===== src/rtl/fetch_imm_unit.sv =====
// Fetch stage of the MIPS datapath: PC, req/ack instruction fetch, instruction register and branch/jump targets.
// Optional macro ADDR_ERR_EN adds addrErr_out and a halt state on a misaligned next PC.
module fetch_imm_unit #(
    parameter logic [31:0] RESET_PC = 32'h0000_0000
) (
    input  logic        clk,
    input  logic        reset,
`ifdef ADDR_ERR_EN
    output logic        addrErr_out,
`endif
    input  logic        stall_in,
    input  logic        branchTaken_in,
    input  logic [31:0] immExt_in,
    input  logic        jump_in,
    input  logic [25:0] jumpIdx_in,
    input  logic        jr_in,
    input  logic [31:0] jrTarget_in,
    output logic        imemReq_out,
    output logic [31:0] imemAddr_out,
    input  logic        imemAck_in,
    input  logic [31:0] imemData_in,
    output logic [31:0] pc_out,
    output logic [31:0] pcPlus4_out,
    output logic [31:0] instr_out,
    output logic        instrValid_out,
    output logic [15:0] imm16_out,
    output logic        extendCntrl_out
);

`ifdef ADDR_ERR_EN
    typedef enum logic [1:0] {S_IDLE, S_FETCH, S_VALID, S_HALT} state_t;
`else
    typedef enum logic [1:0] {S_IDLE, S_FETCH, S_VALID} state_t;
`endif

    state_t      state_q, state_d;
    logic [31:0] pc_q, pc_d;
    logic [31:0] pcPlus4_q, pcPlus4_d;
    logic [31:0] instr_q, instr_d;
    logic [31:0] next_raw;
    logic [31:0] next_pc;
`ifdef ADDR_ERR_EN
    logic        addrErr_q, addrErr_d;
`endif

    always_comb begin
        if (jr_in) begin
            next_raw = jrTarget_in;
        end else if (jump_in) begin
            next_raw = {pcPlus4_q[31:28], jumpIdx_in, 2'b00};
        end else if (branchTaken_in) begin
            next_raw = pcPlus4_q + (immExt_in << 2);
        end else begin
            next_raw = pcPlus4_q;
        end
    end

`ifdef ADDR_ERR_EN
    assign next_pc = next_raw;
`else
    // Without the error path a misaligned target is silently word-aligned.
    assign next_pc = next_raw & 32'hFFFF_FFFC;
`endif

    always_comb begin
        state_d   = state_q;
        pc_d      = pc_q;
        pcPlus4_d = pcPlus4_q;
        instr_d   = instr_q;
`ifdef ADDR_ERR_EN
        addrErr_d = addrErr_q;
`endif
        case (state_q)
            S_IDLE: begin
                state_d = S_FETCH;
            end
            S_FETCH: begin
                if (imemAck_in) begin
                    instr_d = imemData_in;
                    state_d = S_VALID;
                end
            end
            S_VALID: begin
                if (!stall_in) begin
`ifdef ADDR_ERR_EN
                    if (next_pc[1:0] != 2'b00) begin
                        addrErr_d = 1'b1;
                        state_d   = S_HALT;
                    end else begin
                        pc_d      = next_pc;
                        pcPlus4_d = next_pc + 32'd4;
                        state_d   = S_FETCH;
                    end
`else
                    pc_d      = next_pc;
                    pcPlus4_d = next_pc + 32'd4;
                    state_d   = S_FETCH;
`endif
                end
            end
`ifdef ADDR_ERR_EN
            S_HALT: begin
                state_d = S_HALT;
            end
`endif
            default: begin
                state_d = S_IDLE;
            end
        endcase
    end

    always_ff @(posedge clk or posedge reset) begin
        if (reset) begin
            state_q   <= S_IDLE;
            pc_q      <= RESET_PC;
            pcPlus4_q <= RESET_PC + 32'd4;
            instr_q   <= 32'h0;
`ifdef ADDR_ERR_EN
            addrErr_q <= 1'b0;
`endif
        end else begin
            state_q   <= state_d;
            pc_q      <= pc_d;
            pcPlus4_q <= pcPlus4_d;
            instr_q   <= instr_d;
`ifdef ADDR_ERR_EN
            addrErr_q <= addrErr_d;
`endif
        end
    end

    // Request and valid decode straight from state so reset drops them at once.
    assign imemReq_out    = (state_q == S_FETCH);
    assign instrValid_out = (state_q == S_VALID);
    assign imemAddr_out   = pc_q;
    assign pc_out         = pc_q;
    assign pcPlus4_out    = pcPlus4_q;
    assign instr_out      = instr_q;
    assign imm16_out      = instr_q[15:0];
`ifdef ADDR_ERR_EN
    assign addrErr_out    = addrErr_q;
`endif

    always_comb begin
        case (instr_q[31:26])
            6'h04, 6'h05, 6'h06, 6'h07, 6'h08, 6'h09, 6'h0A, 6'h0B,
            6'h20, 6'h21, 6'h23, 6'h24, 6'h25, 6'h28, 6'h29, 6'h2B:
                extendCntrl_out = 1'b1;
            default:
                extendCntrl_out = 1'b0;
        endcase
    end

endmodule


===== config.mk =====
export PLATFORM = sky130hd
export DESIGN_NAME = fetch_imm_unit
export DESIGN_NICKNAME = d
export VERILOG_FILES = /design/src/rtl/fetch_imm_unit.sv
export SDC_FILE = /design/constraint.sdc
export NUM_CORES = 1
export LEC_CHECK = 0
export CAP_MARGIN = 0
export CORE_MARGIN = 3
export CORE_UTILIZATION = 42
export CTS_CLUSTER_SIZE = 16
export DETAILED_ROUTE_END_ITERATION = 6
export PLACE_DENSITY = 0.82
export SLEW_MARGIN = 20
export SYNTH_ARGS = -nofsm -noshare
export SYNTH_HDL_FRONTEND = slang
export SYNTH_SLANG_ARGS = --single-unit
export TNS_END_PERCENT = 5

===== constraint.sdc =====
create_clock -name clk -period 3.5 [get_ports clk]
set_input_delay 1.05 -clock clk [delete_from_list [all_inputs] [get_ports clk]]
set_output_delay 1.05 -clock clk [all_outputs]
set_load 0.005 [all_outputs]

After elaboration in Yosys (flattened, before gate mapping)

Memory sizes are Yosys's and may differ from the RTL's.
Cells that the tools add are included.

Bits in registers: 96
Output and inout port bits: 147
Latch bits: 0
Memory bits (read-only): 64
Logic and storage cells: 22
Input bits: 129
Memories: 1
Memory bits (writable): 0

Multiplexer cells: 6
$mul: 0
Equality and inequality tests: 4
Magnitude comparators: 0
Add/subtract/negate cells: 2
Reduce and logical (&&, ||, !) cells: 4
Bitwise gates (word level): 1
Divide/modulo/power cells: 0
Shift operators: 0

Memory list:

| memory          | depth | bits a word | rd ports | clocked after memory_dff | wr ports | line | RTL |
|---|---|---|---|---|---|---|---|
| (no name shown) | 64    | 1           | 1        | 0                        | 0        | 145  | `case (instr_q[31:26])` |

Operator list:

| cell                                                            | number |
|---|---|
| 32-bit 2-to-1 mux                                               | 3 |
| 32-bit by 3-bit adder with 32-bit output, second input constant | 1 |
| 32-bit adder                                                    | 1 |
| 2-bit one-hot mux with 3 select lines                           | 1 |
| 2-bit AND reduction                                             | 3 |
| 2-bit 2-to-1 mux                                                | 2 |
| 2-bit by 1-bit == test with 1-bit output, second input constant | 1 |
| 2-bit == test, second input constant                            | 1 |
| 2-bit zero test                                                 | 1 |
| 2-bit by 1-bit != test with 1-bit output, second input constant | 1 |
| 2-bit != test, second input constant                            | 1 |
| 1-bit NOT                                                       | 1 |

Depth between registers and ports, before layout

Word-level depth: 5
Depth in mapped cells: 16
Mapped depth without buffers: 15

Least setup slack after synthesis

OpenSTA, ideal clock, no wires.

Path type: input-to-reg
From: in jr_in
To: reg pcPlus4_q[28] (netlist: pcPlus4_out[28])
Required time: 3.371 ns
Setup slack: -0.789 ns
Data arrival time: 4.159 ns
Stages: 16
Buffers on the path: 5
Cells stage by stage: clkbuf_1 > clkbuf_1 > buf_6 > clkbuf_1 > buf_6 > nand2_1 > o21ai_0 > ha_1 > nand2_1 > or4_1 > nor4b_1 > inv_1 > nor3_2 > nand4b_1 > xnor2_1 > o21ai_1

Word-level cells in the longest chain between the ends: 2

RTL lines:

| element                                  | line | RTL |
|---|---|---|
| start, declared                          | 16   | `input logic jr_in,` |
| 32-bit 2-to-1 mux                        | 47   | `if (jr_in) begin` |
| via next_raw[2]                          | 40   | `logic [31:0] next_raw;` |
| 32-bit by 3-bit adder with 32-bit output | 96   | `pcPlus4_d = next_pc + 32'd4;` |
| end signal, assigned                     | 116  | `pcPlus4_q <= RESET_PC + 32'd4;` |
| end signal, assigned                     | 124  | `pcPlus4_q <= pcPlus4_d;` |
| end, declared                            | 38   | `logic [31:0] pcPlus4_q, pcPlus4_d;` |

The timed path passes the listed nets, and every way through them passes these cells.
A chain may end at the register's enable or synchronous reset.

Worst setup path in the final report

From: in immExt_in[14]
To: reg pcPlus4_q[31] (netlist: pcPlus4_out[31])

Word-level cells in the longest chain between the ends: 5

RTL lines:

| element                                  | line | RTL |
|---|---|---|
| start, declared                          | 13   | `input logic [31:0] immExt_in,` |
| 32-bit adder                             | 52   | `next_raw = pcPlus4_q + (immExt_in << 2);` |
| 32-bit 2-to-1 mux                        | 51   | `end else if (branchTaken_in) begin` |
| 32-bit 2-to-1 mux                        | 49   | `end else if (jump_in) begin` |
| 32-bit 2-to-1 mux                        | 47   |  |
| 32-bit by 3-bit adder with 32-bit output | 96   |  |

Every way passes these cells.

==> results.cfg <==
[timing]
setup-violations-final = 18
finalCritPeriodShare_pct = 113
grt_setup_unrepaired = true
worst_slew_margin_rel_pct = 62.9
transition_time_at_the_pin_with_the_least_slew_margin_ps = 556
max_freq_ghz = 0.252
skew_ps = 5.95
timing.final.crit_period_ps = 3960
setup_ws_ps = -461
final-max-slew-violation-count = 0
timing.final.hold_violations = 0

[logic_synthesis]
synth.ff_latch_count = 94
synth_simple_gate_area_share_pct = 22.0
synth_enable_flop_cells = 0
yosys.area.top_type = dfrtp_1
synth_fa_ha_area_share_pct = 5.19
netlist_area_sq_um = 7620
post-synth-top-count-cell = nand2_1
synth_cell_types = 87
synth_area_leaders = dfrtp_1, nand2_1, buf_4
synth_xor_area_share_pct = 4.02
main_combinational_cell_family_by_area_after_synthesis = compound AO/OA/AOI/OAI gates
syn_avg_cell_area_sq_um = 8.51
netlist.area_leader.share_pct = 30.5
synth_seq_area_share_pct = 30.9
syn_inst = 895
yosys_warnings = 0
post_synthesis_mux_area_share_pct = 6.09
synth_compound_area_share_pct = 22.4
postSynth.topFlopCell = dfrtp_1
yosys-top-cells-count = nand2_1, dfrtp_1, o21ai_0
async_flop_share_pct = 100

[worst_setup_path]
critical_path.startpoint = immExt_in[14]
critical_path_cell_count = 13
cp_data_required_time_ps = 3730
worstSetupEndpointType = flop
worstRegToRegCells = 15
startpoint_type = input port
r2r_end = pcPlus4_out[31]
critical-path-top-cell-by-count = or3_4
timing_worst_setup_path_type = in -> reg
r2r-start = pcPlus4_out[2]
worstPathArrival_ps = 4190
crit_path_top_delay_cell = clkdlybuf4s50_1
path_buf_inv = 1
cpLargestDelayFamily = simple AND/OR/NAND/NOR gates
worstPathMaxFanout = 4
crit_end = pcPlus4_out[31]
critical_path.max_stage_delay_ps = 400
critical_path.cell_chain = clkdlybuf4s50_1, ha_2, a21o_1, or3_4, o2111a_2, or3_4, a21oi_2, xor2_1, a31o_2, nor4b_4, a32o_1, o211ai_1, or2_1
timing.reg2reg.setup_slack_ps = -250

[detailed_routing]
postRouteAntennaNets = 0
drcViolationCount = 1
wirelength_mm = 30.3
routed-via-count = 8920
post_drt_wl_per_cell_um = 19.9
avgViaCountPerCell = 5.86
initialDrtViolationCount = 753
drt_first_pass_iters = 7

[floorplan]
initial_utilization_pct = 43.4
design.portCount = 276
core-area_sq_um = 17500
area_of_the_die_sq_um = 19800
die_w_um = 141
rows = 48
die-height_um = 141

[power]
pwr_density_cell_nw_per_um2 = 776
power_leakage_nw = 5.43
ir_worst_vdd_v = 0.000429

[cts]
cts_buffers = 9
insertion_delay_ps = 340
cts-root-to-sink-buffers = 2
cts_tree = built
cts.root.buffer_cell = clkbuf_16
h-tree-depth = 3
clk_pin_slew_ps = 70
numClockSinks = 94

[place]
buffers_on_ports = 265
gp_congestion = 0.992
placement_cell_area_sq_um = 11500
placed_cells_incl_taps = 1487
detailedPlacementHpwl_mm = 22.7

[global_routing]
grt_first_pass_wirelength_mm = 47.3
grt_remaining_overflow = 0
grt_max_degree = 50
antenna_violations_before_repair = 0
grt_pass1_vias = 9147
grt.total_usage_pct = 29.5

[cells_and_area]
insertedDiodeCount = 0
finish.instance_area_sq_um = 12600
fill_cells = 1268
area_used_by_multi_input_combinational_logic_sq_um = 5190
final_nets = 1451
drive_above_1_share_pct = 30.3
area_delta_synth_final_pct = 64.8
final-instance-count-excl-fill = 1521
final-seq-area_sq_um = 2350

[status]
status = complete, but fails checks
failed_checks = DRC, setup timing

[worst_hold_path]
holdPathStages = 1
kind_of_path_behind_the_tightest_hold_check = reg -> reg
hold_path.startpoint = instr_out[20]

[run]
max_cap_violations = 0
==> stage by stage <==
step	total power, mW	setup slack (ps)	utilization (%)	setup TNS [ps]	hold slack (ps)
2_1_floorplan	4.76	-558	-	-4780	472
5_1_grt	10.3	-552	71.6	-6490	526
4_1_cts	9.55	-413	71.0	-3720	512
6_report	9.74	-461	71.6	-4240	512
3_3_place_gp	7.64	-1170	65.4	-25400	481
3_5_place_dp	7.81	-1340	65.4	-29390	496
==> cells in the final DEF (no fill, tap or decap), types with 19 or more instances in the layout <==
cell,instances
clkdlybuf4s50_1,247
buf_4,209
nand2_1,130
dfrtp_1,93
o21ai_0,62
nor2_1,39
a21oi_1,35
mux2_2,35
xnor2_1,20
nand3_1,19
a21o_1,19
==> sequential cells by signal (all words and copies together) (netlist names) <==
signal	flops
instr_out	32
state_q	2
imemAddr_out	30
pcPlus4_out	30
==> final cells by class <==
class	instances	share of cell area (%)
Clock buffer	9	1.79
Clock inverter	7	1.16
Inverter	14	0.458
Multi-Input combinational cell	690	41.4
Sequential cell	94	18.7
Tap cell	225	2.24
Timing Repair Buffer	482	34.2
==> worst min-delay path by stage <==
stage | slack, ps | endpoint
6_report | 510 | instr_out[20]
5_1_grt | 530 | instr_out[22]
4_1_cts | 510 | instr_out[20]
3_5_place_dp | 500 | instr_out[20]
3_3_place_gp | 480 | state_q[0]
2_1_floorplan | 470 | state_q[0]
==> timing repair <==
action / in CTS / in global routing
pin swaps: 66 / 16
gates resized for setup: 123 / 24
hold buffers: 0 / 0
buffers inserted: 15 / 3
setup endpoints to repair: 32 / 24
==> power by group <==
| group | leakage [nW] | switching [mW] | internal (mW) |
|---|---|---|---|
| Combinational | 4.12 | 2.73 | 3.62 |
| Clock | 0.176 | 0.447 | 0.775 |
| Sequential | 1.14 | 0.564 | 1.61 |
| Total | 5.43 | 3.74 | 6.00 |
==> cells by family after synthesis <==
kind of cell,count (synthesis)
and+or+nand+nor,320
AOI/OAI and AO/OA,256
buffers and inverters,116
DFF,94
muxes,42
xor gates and xnor gates,35
adders and majority gates,31
other,1
==> layer usage <==
layer	routed length, um	vias up	global-route usage, %	part of all wire, %
li1	-	3975	-	-
met1	11000	4220	34.3	36
met2	14800	565	51.0	49
met3	2630	160	6.00	8.7
met4	1950	0	15.9	6.4
met5	0	-	0	0
Note: power is estimated with default switching activity, not from simulation.
